File: config.mk
export PLATFORM = sky130hd
export DESIGN_NAME = mem_arbiter_rr
export DESIGN_NICKNAME = d
export VERILOG_FILES = /design/src/rtl/mem_arb_pkg.sv /design/src/rtl/rr_pick3.sv /design/src/rtl/mem_arbiter_rr.sv
export SDC_FILE = /design/constraint.sdc
export NUM_CORES = 1
export LEC_CHECK = 0
export BUFFER_PORTS_ARGS = -buffer_cell sky130_fd_sc_hd__buf_2
export CORE_AREA = 2 2 194 196
export CTS_CLUSTER_SIZE = 16
export DETAILED_ROUTE_END_ITERATION = 16
export DIE_AREA = 0 0 196 198
export SLEW_MARGIN = 0
export SYNTH_ARGS = -nofsm -noshare
export SYNTH_HDL_FRONTEND = slang
export SYNTH_SLANG_ARGS = --single-unit
export TNS_END_PERCENT = 10
File: constraint.sdc
create_clock -name wb_clk_i -period 7.7 [get_ports wb_clk_i]
set_input_delay 0.385 -clock wb_clk_i [delete_from_list [all_inputs] [get_ports wb_clk_i]]
set_output_delay 0.385 -clock wb_clk_i [all_outputs]
set_load 0.03 [all_outputs]
File: src/rtl/mem_arb_pkg.sv
// Shared types and constants for the four-port memory arbiter.
// Port indices are zero-based, so bit k of a grant vector belongs to PORT k.
package mem_arb_pkg;

  typedef enum logic [1:0] {IDLE, REQ, DONE} state_t;

  localparam logic [1:0] PORT_CPU = 2'd0;
  localparam logic [1:0] PORT_FIR = 2'd1;
  localparam logic [1:0] PORT_MM  = 2'd2;
  localparam logic [1:0] PORT_QS  = 2'd3;

  localparam logic [31:0] ABORT_DATA = 32'hDEAD_BEEF;

  function automatic logic [1:0] onehot4_to_idx(input logic [3:0] oh);
    logic [1:0] idx;
    idx = PORT_CPU;
    for (int i = 0; i < 4; i++) begin
      if (oh[i]) idx = 2'(i);
    end
    return idx;
  endfunction

endpackage

File: src/rtl/rr_pick3.sv
// Combinational round-robin picker over three requesters. ptr_i is the slot
// served last; the search starts at the slot after it and wraps.
module rr_pick3 (
  input  logic [2:0] pending_i,
  input  logic [1:0] ptr_i,
  output logic [2:0] win_o,
  output logic       valid_o
);

  always_comb begin
    win_o = 3'b000;
    case (ptr_i)
      2'd0: begin
        if      (pending_i[1]) win_o = 3'b010;
        else if (pending_i[2]) win_o = 3'b100;
        else if (pending_i[0]) win_o = 3'b001;
      end
      2'd1: begin
        if      (pending_i[2]) win_o = 3'b100;
        else if (pending_i[0]) win_o = 3'b001;
        else if (pending_i[1]) win_o = 3'b010;
      end
      default: begin
        if      (pending_i[0]) win_o = 3'b001;
        else if (pending_i[1]) win_o = 3'b010;
        else if (pending_i[2]) win_o = 3'b100;
      end
    endcase
  end

  assign valid_o = |pending_i;

endmodule

File: src/rtl/mem_arbiter_rr.sv
// Serialises CPU and three DMA requesters onto one memory port. The CPU wins
// unless it has hogged CPU_MAX grants while a DMA waits; DMAs rotate fairly.
module mem_arbiter_rr
  import mem_arb_pkg::*;
#(
  parameter int ADDR_W  = 32,
  parameter int DATA_W  = 32,
  parameter int CPU_MAX = 4,
  parameter int TIMEOUT = 255
) (
  input  logic              wb_clk_i,
  input  logic              wb_rst_i,
  input  logic [ADDR_W-1:0] addr_1,
  input  logic [ADDR_W-1:0] addr_2,
  input  logic [ADDR_W-1:0] addr_3,
  input  logic [ADDR_W-1:0] addr_4,
  input  logic              rw_1,
  input  logic              rw_2,
  input  logic              rw_3,
  input  logic              rw_4,
  input  logic              in_valid_1,
  input  logic              in_valid_2,
  input  logic              in_valid_3,
  input  logic              in_valid_4,
  input  logic [DATA_W-1:0] in_data_1,
  input  logic [DATA_W-1:0] in_data_2,
  input  logic [DATA_W-1:0] in_data_3,
  input  logic [DATA_W-1:0] in_data_4,
  output logic              out_valid_1,
  output logic              out_valid_2,
  output logic              out_valid_3,
  output logic              out_valid_4,
  output logic [DATA_W-1:0] out_data_1,
  output logic [DATA_W-1:0] out_data_2,
  output logic [DATA_W-1:0] out_data_3,
  output logic [DATA_W-1:0] out_data_4,
  output logic              mem_req,
  output logic              mem_we,
  output logic [ADDR_W-1:0] mem_addr,
  output logic [DATA_W-1:0] mem_wdata,
  input  logic              mem_ack,
  input  logic [DATA_W-1:0] mem_rdata,
  output logic [3:0]        grant,
  output logic              err
);

  state_t            state_q;
  logic [3:0]        grant_q;
  logic [3:0]        outValid_q;
  logic [DATA_W-1:0] outData_q [4];
  logic              memReq_q;
  logic              memWe_q;
  logic [ADDR_W-1:0] memAddr_q;
  logic [DATA_W-1:0] memWdata_q;
  logic              err_q;
  logic [3:0]        cpuCnt_q;
  logic [1:0]        rrPtr_q;
  logic [7:0]        tmoCnt_q;

  logic [2:0]        dmaPend;
  logic [2:0]        dmaWin;
  logic              dmaValid;
  logic              cpuWins;
  logic [3:0]        grant_d;
  logic [1:0]        winIdx;
  logic [1:0]        ownIdx;
  logic [ADDR_W-1:0] addr_d;
  logic              we_d;
  logic [DATA_W-1:0] wdata_d;

  assign dmaPend = {in_valid_4, in_valid_3, in_valid_2};

  // rrPtr_q holds a port index (FIR..QS); the picker works on DMA slots 0..2.
  rr_pick3 uPick (
    .pending_i (dmaPend),
    .ptr_i     (rrPtr_q - PORT_FIR),
    .win_o     (dmaWin),
    .valid_o   (dmaValid)
  );

  always_comb begin
    cpuWins = in_valid_1 && ((cpuCnt_q < 4'(CPU_MAX)) || !dmaValid);
    grant_d = cpuWins ? 4'b0001 : {dmaWin, 1'b0};
    winIdx  = onehot4_to_idx(grant_d);
    addr_d  = addr_1;
    we_d    = rw_1;
    wdata_d = in_data_1;
    case (winIdx)
      PORT_FIR: begin addr_d = addr_2; we_d = rw_2; wdata_d = in_data_2; end
      PORT_MM:  begin addr_d = addr_3; we_d = rw_3; wdata_d = in_data_3; end
      PORT_QS:  begin addr_d = addr_4; we_d = rw_4; wdata_d = in_data_4; end
      default:  ;
    endcase
  end

  assign ownIdx = onehot4_to_idx(grant_q);

  // The counter is allowed to reach zero and still wait one more cycle, so an
  // abort completes TIMEOUT+1 cycles after mem_req rises and a late ack wins.
  always_ff @(posedge wb_clk_i or posedge wb_rst_i) begin
    if (wb_rst_i) begin
      state_q    <= IDLE;
      grant_q    <= '0;
      outValid_q <= '0;
      for (int k = 0; k < 4; k++) outData_q[k] <= '0;
      memReq_q   <= 1'b0;
      memWe_q    <= 1'b0;
      memAddr_q  <= '0;
      memWdata_q <= '0;
      err_q      <= 1'b0;
      cpuCnt_q   <= '0;
      rrPtr_q    <= PORT_QS;
      tmoCnt_q   <= '0;
    end else begin
      case (state_q)
        IDLE: begin
          if (grant_d != 4'b0000) begin
            grant_q    <= grant_d;
            memAddr_q  <= addr_d;
            memWe_q    <= we_d;
            memWdata_q <= wdata_d;
            memReq_q   <= 1'b1;
            tmoCnt_q   <= 8'(TIMEOUT);
            state_q    <= REQ;
            if (cpuWins) begin
              if (cpuCnt_q != 4'hF) cpuCnt_q <= cpuCnt_q + 4'd1;
            end else begin
              cpuCnt_q <= '0;
              rrPtr_q  <= winIdx;
            end
          end
        end
        REQ: begin
          if (mem_ack || tmoCnt_q == 8'd0) begin
            memReq_q          <= 1'b0;
            outValid_q        <= grant_q;
            err_q             <= !mem_ack;
            outData_q[ownIdx] <= mem_ack ? mem_rdata : DATA_W'(ABORT_DATA);
            state_q           <= DONE;
          end else begin
            tmoCnt_q <= tmoCnt_q - 8'd1;
          end
        end
        DONE: begin
          outValid_q <= '0;
          err_q      <= 1'b0;
          grant_q    <= '0;
          state_q    <= IDLE;
        end
        default: state_q <= IDLE;
      endcase
    end
  end

  assign out_valid_1 = outValid_q[0];
  assign out_valid_2 = outValid_q[1];
  assign out_valid_3 = outValid_q[2];
  assign out_valid_4 = outValid_q[3];
  assign out_data_1  = outData_q[0];
  assign out_data_2  = outData_q[1];
  assign out_data_3  = outData_q[2];
  assign out_data_4  = outData_q[3];
  assign mem_req     = memReq_q;
  assign mem_we      = memWe_q;
  assign mem_addr    = memAddr_q;
  assign mem_wdata   = memWdata_q;
  assign grant       = grant_q;
  assign err         = err_q;

endmodule

==> flow_metrics.env, run 1 <==
export IMPL_outcome="finished clean"
export IMPL_antenna_found_initial=16
export IMPL_postSynthCellCount=1033
export IMPL_final_common_cell="buf_2"
export IMPL_startpoint="tmoCnt_q[1]"
export IMPL_path_clk_slew_ns=0.06
export IMPL_power_density_mw_per_mm2=471.7
export IMPL_grt_max_degree=95
export IMPL_routed_wirelength_um=39490
export IMPL_syn_area_mm2=0.01082
export IMPL_grt_pass1_wl_um=58610
export IMPL_fin_crit_ns=3.119
export IMPL_cp_max_fo=32
export IMPL_fin_cells=1992
export IMPL_ios=502
export IMPL_die_width_um=196
export IMPL_drt_vias_per_instance=5.067
export IMPL_postCtsSetupBuffers=0
export IMPL_ys_seq_area_frac=0.5068
export IMPL_reg2reg_from="tmoCnt_q[1]"
export IMPL_cap_violations=0
export IMPL_place_inst=1939
export IMPL_hold_violations=0
export IMPL_p_total_mw=6.827
export IMPL_ff2ff_setup_slack_ns=4.58
export IMPL_fill_cells=3733
export IMPL_vias=10090
export IMPL_r2r_end="out_data_3[3]"
export IMPL_die_y_um=198
export IMPL_worstPathArrival_ns=3.51
export IMPL_dieArea_mm2=0.03881
export IMPL_leakagePower_nw=6.915
export IMPL_hold_path_class="in2reg"
export IMPL_fin_skew_ns=0.01204
export IMPL_r2r_cells=7
export IMPL_syn_nets=1337
export IMPL_drv_slew=0
export IMPL_rows=71
export IMPL_crit_type="reg2reg"
export IMPL_drtAntennaViolNets=0
export IMPL_final_layout_size_suffix_gt1_frac=0.4645
export IMPL_fin_hold_ws_ns=0.1544
export IMPL_crit_path_end_kind="flip-flop"
export IMPL_numCtsBuffers=25
export IMPL_cp_start_kind="flip-flop"
export IMPL_nets=1797
export IMPL_dr_first_iter_drc_count=404
export IMPL_async_flop_share=1.000
export IMPL_ctsResizeCount=0
export IMPL_dp_hpwl_um=29020
export IMPL_endpoint="out_data_3[3]"
export IMPL_syn2layout_area_growth_pct=33.78
export IMPL_clockBufferDepth=3
export IMPL_htree_levels=1
export IMPL_tightest_slew_ns=0.9807
export IMPL_cts_hold_buf=1
export IMPL_layout_common_cells="buf_2, dfrtp_1, nand2_1"
export IMPL_cp_required_ns=8.09
export IMPL_ys_flop_type="dfrtp_1"
export IMPL_core_mm2=0.03696
export IMPL_synth_edf_count=0
export IMPL_clock_sinks=219
export IMPL_globalRoute_totalOverflow=0
export IMPL_numPortBuffers=501
export IMPL_rsz0062_at_grt="false"
export IMPL_ys_warnings_count=0
export IMPL_fin_tns_setup_ns=0
export IMPL_worst_slack_ns=4.581
export IMPL_cts_root_buf="clkbuf_16"
export IMPL_synth_seq_cells=219
export IMPL_setup_viol=0
export IMPL_remaining_drc_errors=0
export IMPL_avgSynthCellArea_um2=10.47
export IMPL_clock_fmax_ghz=0.3206
export IMPL_place_worst_setup_slack_ns=4.553
export IMPL_cts_tree="built"
export IMPL_synth_cell_type_count=55
export IMPL_clk_latency_ns=0.52
export IMPL_gp_congestion=0.9162
export IMPL_grt_pass1_vias=10000
export IMPL_post_route_period_util=0.4051
export IMPL_ir_drop_mv=0.2111
export IMPL_start_util=0.2927
export IMPL_wl_per_cell_um=19.83
export IMPL_drtPass1Iterations=5
export IMPL_grtUsageTotal=0.1942
export IMPL_relSlewSlack=0.3427
-- per-layer routing --
metal	GRT usage	vias to the layer above	routed length, µm
met1	0.2292	4880	15130
met2	0.3324	522	19230
met3	0.04258	91	3075
met5	0	-	7
li1	-	4599	-
met4	0.1010	2	2046
-- power breakdown --
group          internal, mW  switching [mW]  leakage, nW  total (mW)
registers              1.69           0.297         2.59        1.99
logic                  1.20            2.47         3.93        3.67
clock network         0.693           0.480        0.396        1.17
-- worst max-delay path, stage by stage (launching register included) --
cell and delay, ns:
dfrtp_1 0.40, inv_1 0.11, ha_1 0.16, nor3b_1 0.44
a21oi_4 0.18, nor2_4 0.31, nand3b_2 0.78, mux2_2 0.58
-- cell families after synthesis --
family,share of synthesized area
and+or+nand+nor,0.1232
AOI/OAI and AO/OA,0.1716
DFF,0.5068
buffers and inverters,0.04303
adders and majority gates,0.005783
muxes,0.1463
xor gates and xnor gates,0.003238
-- flip-flops by register name, summed over array words and instances, names as in the netlist --
| name | flops |
|---|---|
| mem_we | 1 |
| grant | 4 |
| tmoCnt_q | 8 |
| state_q | 2 |
| outValid_q | 4 |
| err | 1 |
| out_data_4 | 32 |
| mem_addr | 32 |
| rrPtr_q | 2 |
| mem_req | 1 |
| mem_wdata | 32 |
| out_data_2 | 32 |
| out_data_1 | 32 |
| out_data_3 | 32 |
| cpuCnt_q | 4 |
-- final cells by class --
type                    instances  area [µm²]  share of cell area
flip-flops and latches        219        5483              0.3788
multi-input cells             725        4921              0.3400
repair buffers                516        2623              0.1812
clock buffers                  33       685.7             0.04738
well taps                     474       593.1             0.04098
clock inverters                10       115.1            0.007954
inverters                       6       30.03            0.002075
diodes                          9       22.52            0.001556
-- cell usage after synthesis, drive strengths merged, types with 2 or more instances --
cell type	n	share of area
nand2	149	0.053
and2	9	0.0052
inv	6	0.0021
nor3b	3	0.0031
mux2	130	0.15
xor2	4	0.0032
nand3	7	0.0032
dfstp	2	0.0049
buf	39	0.026
o21ai	80	0.037
nand4b	2	0.0016
a31oi	66	0.038
nor2	74	0.027
and3	3	0.0019
nand2b	26	0.015
or3	3	0.0017
or2	2	0.0012
dfrtp	217	0.50
a21oi	74	0.035
nor3	3	0.0024
o22a	65	0.053
nor2b	4	0.0023
ha	5	0.0058
clkbuf	44	0.015
a211oi	2	0.0014
-- metrics by stage --
stage | util | area, µm²
CTS | 0.3910 | 14450
floorplan | - | 10820
global placement | 0.3691 | 13640
detailed placement | 0.3691 | 13640
finish | 0.3916 | 14470
global route | 0.3916 | 14470
-- worst min path at each step --
stage | startpoint | end | cells past startpoint
floorplan | tmoCnt_q[7] | tmoCnt_q[7] | 2
global placement | out_data_2[31] | out_data_2[31] | 1
detailed placement | out_data_2[31] | out_data_2[31] | 1
CTS | in_data_1[29] | mem_wdata[29] | 3
global route | in_data_1[29] | mem_wdata[29] | 3
finish | in_data_1[29] | mem_wdata[29] | 3
(Power assumes the default switching activity.)
==> run 2, diff against run 1 <==
clock period = 2.5 ns   (was 7.7 ns; I/O delays follow)
==> run 2 against run 1 <==
Effect of this change: die area did not move; cell count up 14%; fmax grew 29%; utilization rose by 8.4 points; critical path depth increased by 3; register-to-register slack got worse by 4.5 ns; cell area rose by 21%; critical endpoint is now mem_addr[23].
==> flow_metrics.env, run 2 (synthesis results as in run 1) <==
export IMPL_clock_fmax_ghz=0.4142
export IMPL_grtUsageTotal=0.2179
export IMPL_remaining_drc_errors=0
export IMPL_fin_crit_ns=2.414
export IMPL_outcome="finished clean"
export IMPL_rsz0062_at_grt="true"
export IMPL_worstPathArrival_ns=2.85
export IMPL_ir_drop_mv=0.6932
export IMPL_start_util=0.2927
export IMPL_tightest_slew_ns=0.8088
export IMPL_post_route_period_util=0.9656
export IMPL_gp_congestion=1.022
export IMPL_p_total_mw=23.11
export IMPL_drtAntennaViolNets=0
export IMPL_crit_path_end_kind="flip-flop"
export IMPL_grt_pass1_wl_um=66480
export IMPL_power_switching_mw=10.65
export IMPL_final_common_cell="buf_2"
export IMPL_cp_max_fo=7
export IMPL_clock_sinks=219
export IMPL_core_mm2=0.03696
export IMPL_drtPass1Iterations=6
export IMPL_switching_share=0.4608
export IMPL_cap_violations=0
export IMPL_whs_path_depth=3
export IMPL_power_share_combinational=0.562
export IMPL_cts_root_buf="clkbuf_16"
export IMPL_syn2layout_area_growth_pct=62.38
export IMPL_relSlewSlack=0.4608
export IMPL_drv_slew=0
export IMPL_r2r_cells=10
export IMPL_grt_pass1_vias=11800
export IMPL_cp_start_kind="flip-flop"
export IMPL_path_clk_slew_ns=0.06
export IMPL_die_y_um=198
export IMPL_die_width_um=196
export IMPL_fin_hold_ws_ns=0.02140
export IMPL_numCtsBuffers=25
export IMPL_globalRoute_totalOverflow=0
export IMPL_dp_hpwl_um=29860
export IMPL_ios=502
export IMPL_leakagePower_nw=8.225
export IMPL_p_clk_frac=0.173
export IMPL_seqPwrFrac=0.265
export IMPL_dieArea_mm2=0.03881
export IMPL_grt_max_degree=68
export IMPL_power_internal_mw=12.46
export IMPL_power_density_mw_per_mm2=1316
export IMPL_dr_first_iter_drc_count=740
export IMPL_clockBufferDepth=3
export IMPL_cts_tree="built"
export IMPL_numPortBuffers=501
export IMPL_vias=11580
export IMPL_drt_vias_per_instance=5.119
export IMPL_htree_levels=1
export IMPL_hold_path_class="in2reg"
export IMPL_setup_viol=0
export IMPL_hold_violations=0
export IMPL_layout_common_cells="buf_2, dlygate4sd3_1, dfrtp_1"
export IMPL_antenna_found_initial=3
export IMPL_nets=2071
export IMPL_final_layout_size_suffix_gt1_frac=0.4306
export IMPL_routed_wirelength_um=46150
export IMPL_cp_required_ns=2.93
export IMPL_fin_skew_ns=0.02005
export IMPL_wl_per_cell_um=20.39
export IMPL_rows=71
export IMPL_clk_latency_ns=0.53
export IMPL_crit_type="reg2reg"
## run 2: changes by cell type in the layout (fill, tap and decap cells not counted), moves of 6 or more
cell	delta
dlygate4sd3_1	+232
nor2_1	-15
buf_12	+14
diode_2	-6
buf_4	+17
nor2_2	+16
clkbuf_16	+6
## run 2: final timing paths
check	startpoint	to	slack (ns)
hold / removal	mem_rdata[3]	out_data_4[3]	0.02
max in group asynchronous	wb_rst_i	mem_addr[17]	1.50
min in group asynchronous	wb_rst_i	grant[0]	0.22
setup / recovery	rrPtr_q[1]	mem_addr[23]	0.09
hold reg to reg	out_data_1[25]	out_data_1[25]	0.48
setup reg to reg	rrPtr_q[1]	mem_addr[23]	0.09
## run 2: what timing repair did
action,in CTS,in global routing
resized for setup,3,22
endpoints found under the setup margin,32,121
pin swaps,0,2
cloned,1,8
endpoints found under the hold margin,97,0
hold buffers,233,0
buffers inserted,0,6
## run 2: through the flow
| stage | TNS (ns) | worst slack, ns | instances | utilization | instance area (µm²) |
|---|---|---|---|---|---|
| 3_5_place_dp | -0.3291 | -0.03845 | 1967 | 0.3787 | 14000 |
| 6_report | 0 | 0.08593 | 2263 | 0.4753 | 17570 |
| 4_1_cts | -0.02138 | -0.01390 | 2247 | 0.4666 | 17240 |
| 2_1_floorplan | -103.61 | -0.4775 | 1033 | - | 10820 |
| 5_1_grt | -0.1064 | -0.02784 | 2263 | 0.4753 | 17570 |
| 3_3_place_gp | 0 | 0.03923 | 1967 | 0.3787 | 14000 |
## run 2: metal layers
layer	track usage	routed length, µm	up-vias
met5	0	0	-
met4	0.1341	3140	0
met3	0.04343	3875	175
met2	0.3704	21630	772
met1	0.2542	17500	5494
li1	-	-	5143
## run 2: layout make-up
type | count | area [µm²]
sequential | 219 | 5483
clock inverter | 13 | 196.4
clock buffer | 33 | 695.7
multi-input combinational | 727 | 5011
inverter | 6 | 26.28
timing repair buffer | 788 | 5553
fill | 3290 | 19390
tap | 474 | 593.1
antenna | 3 | 7.507
## run 2: critical path, stage by stage (launching register included)
cell and delay [ns]:
dfstp_2 0.56, inv_1 0.06, ha_2 0.17, buf_4 0.14, or3_4 0.38, a22oi_2 0.23
buf_6 0.22, buf_4 0.15, clkbuf_16 0.13, o21ai_0 0.09, a31oi_1 0.18
## run 2: power groups by stage
stage / logic (mW) / registers [mW] / clock network (mW)
after global placement: 11.6 / 6.08 / 0
after floorplan: 4.79 / 9.11 / 0
final: 13.0 / 6.13 / 3.99
after CTS: 12.1 / 6.11 / 4.08
after detailed placement: 11.7 / 6.16 / 0
after global routing: 13.8 / 6.32 / 4.20
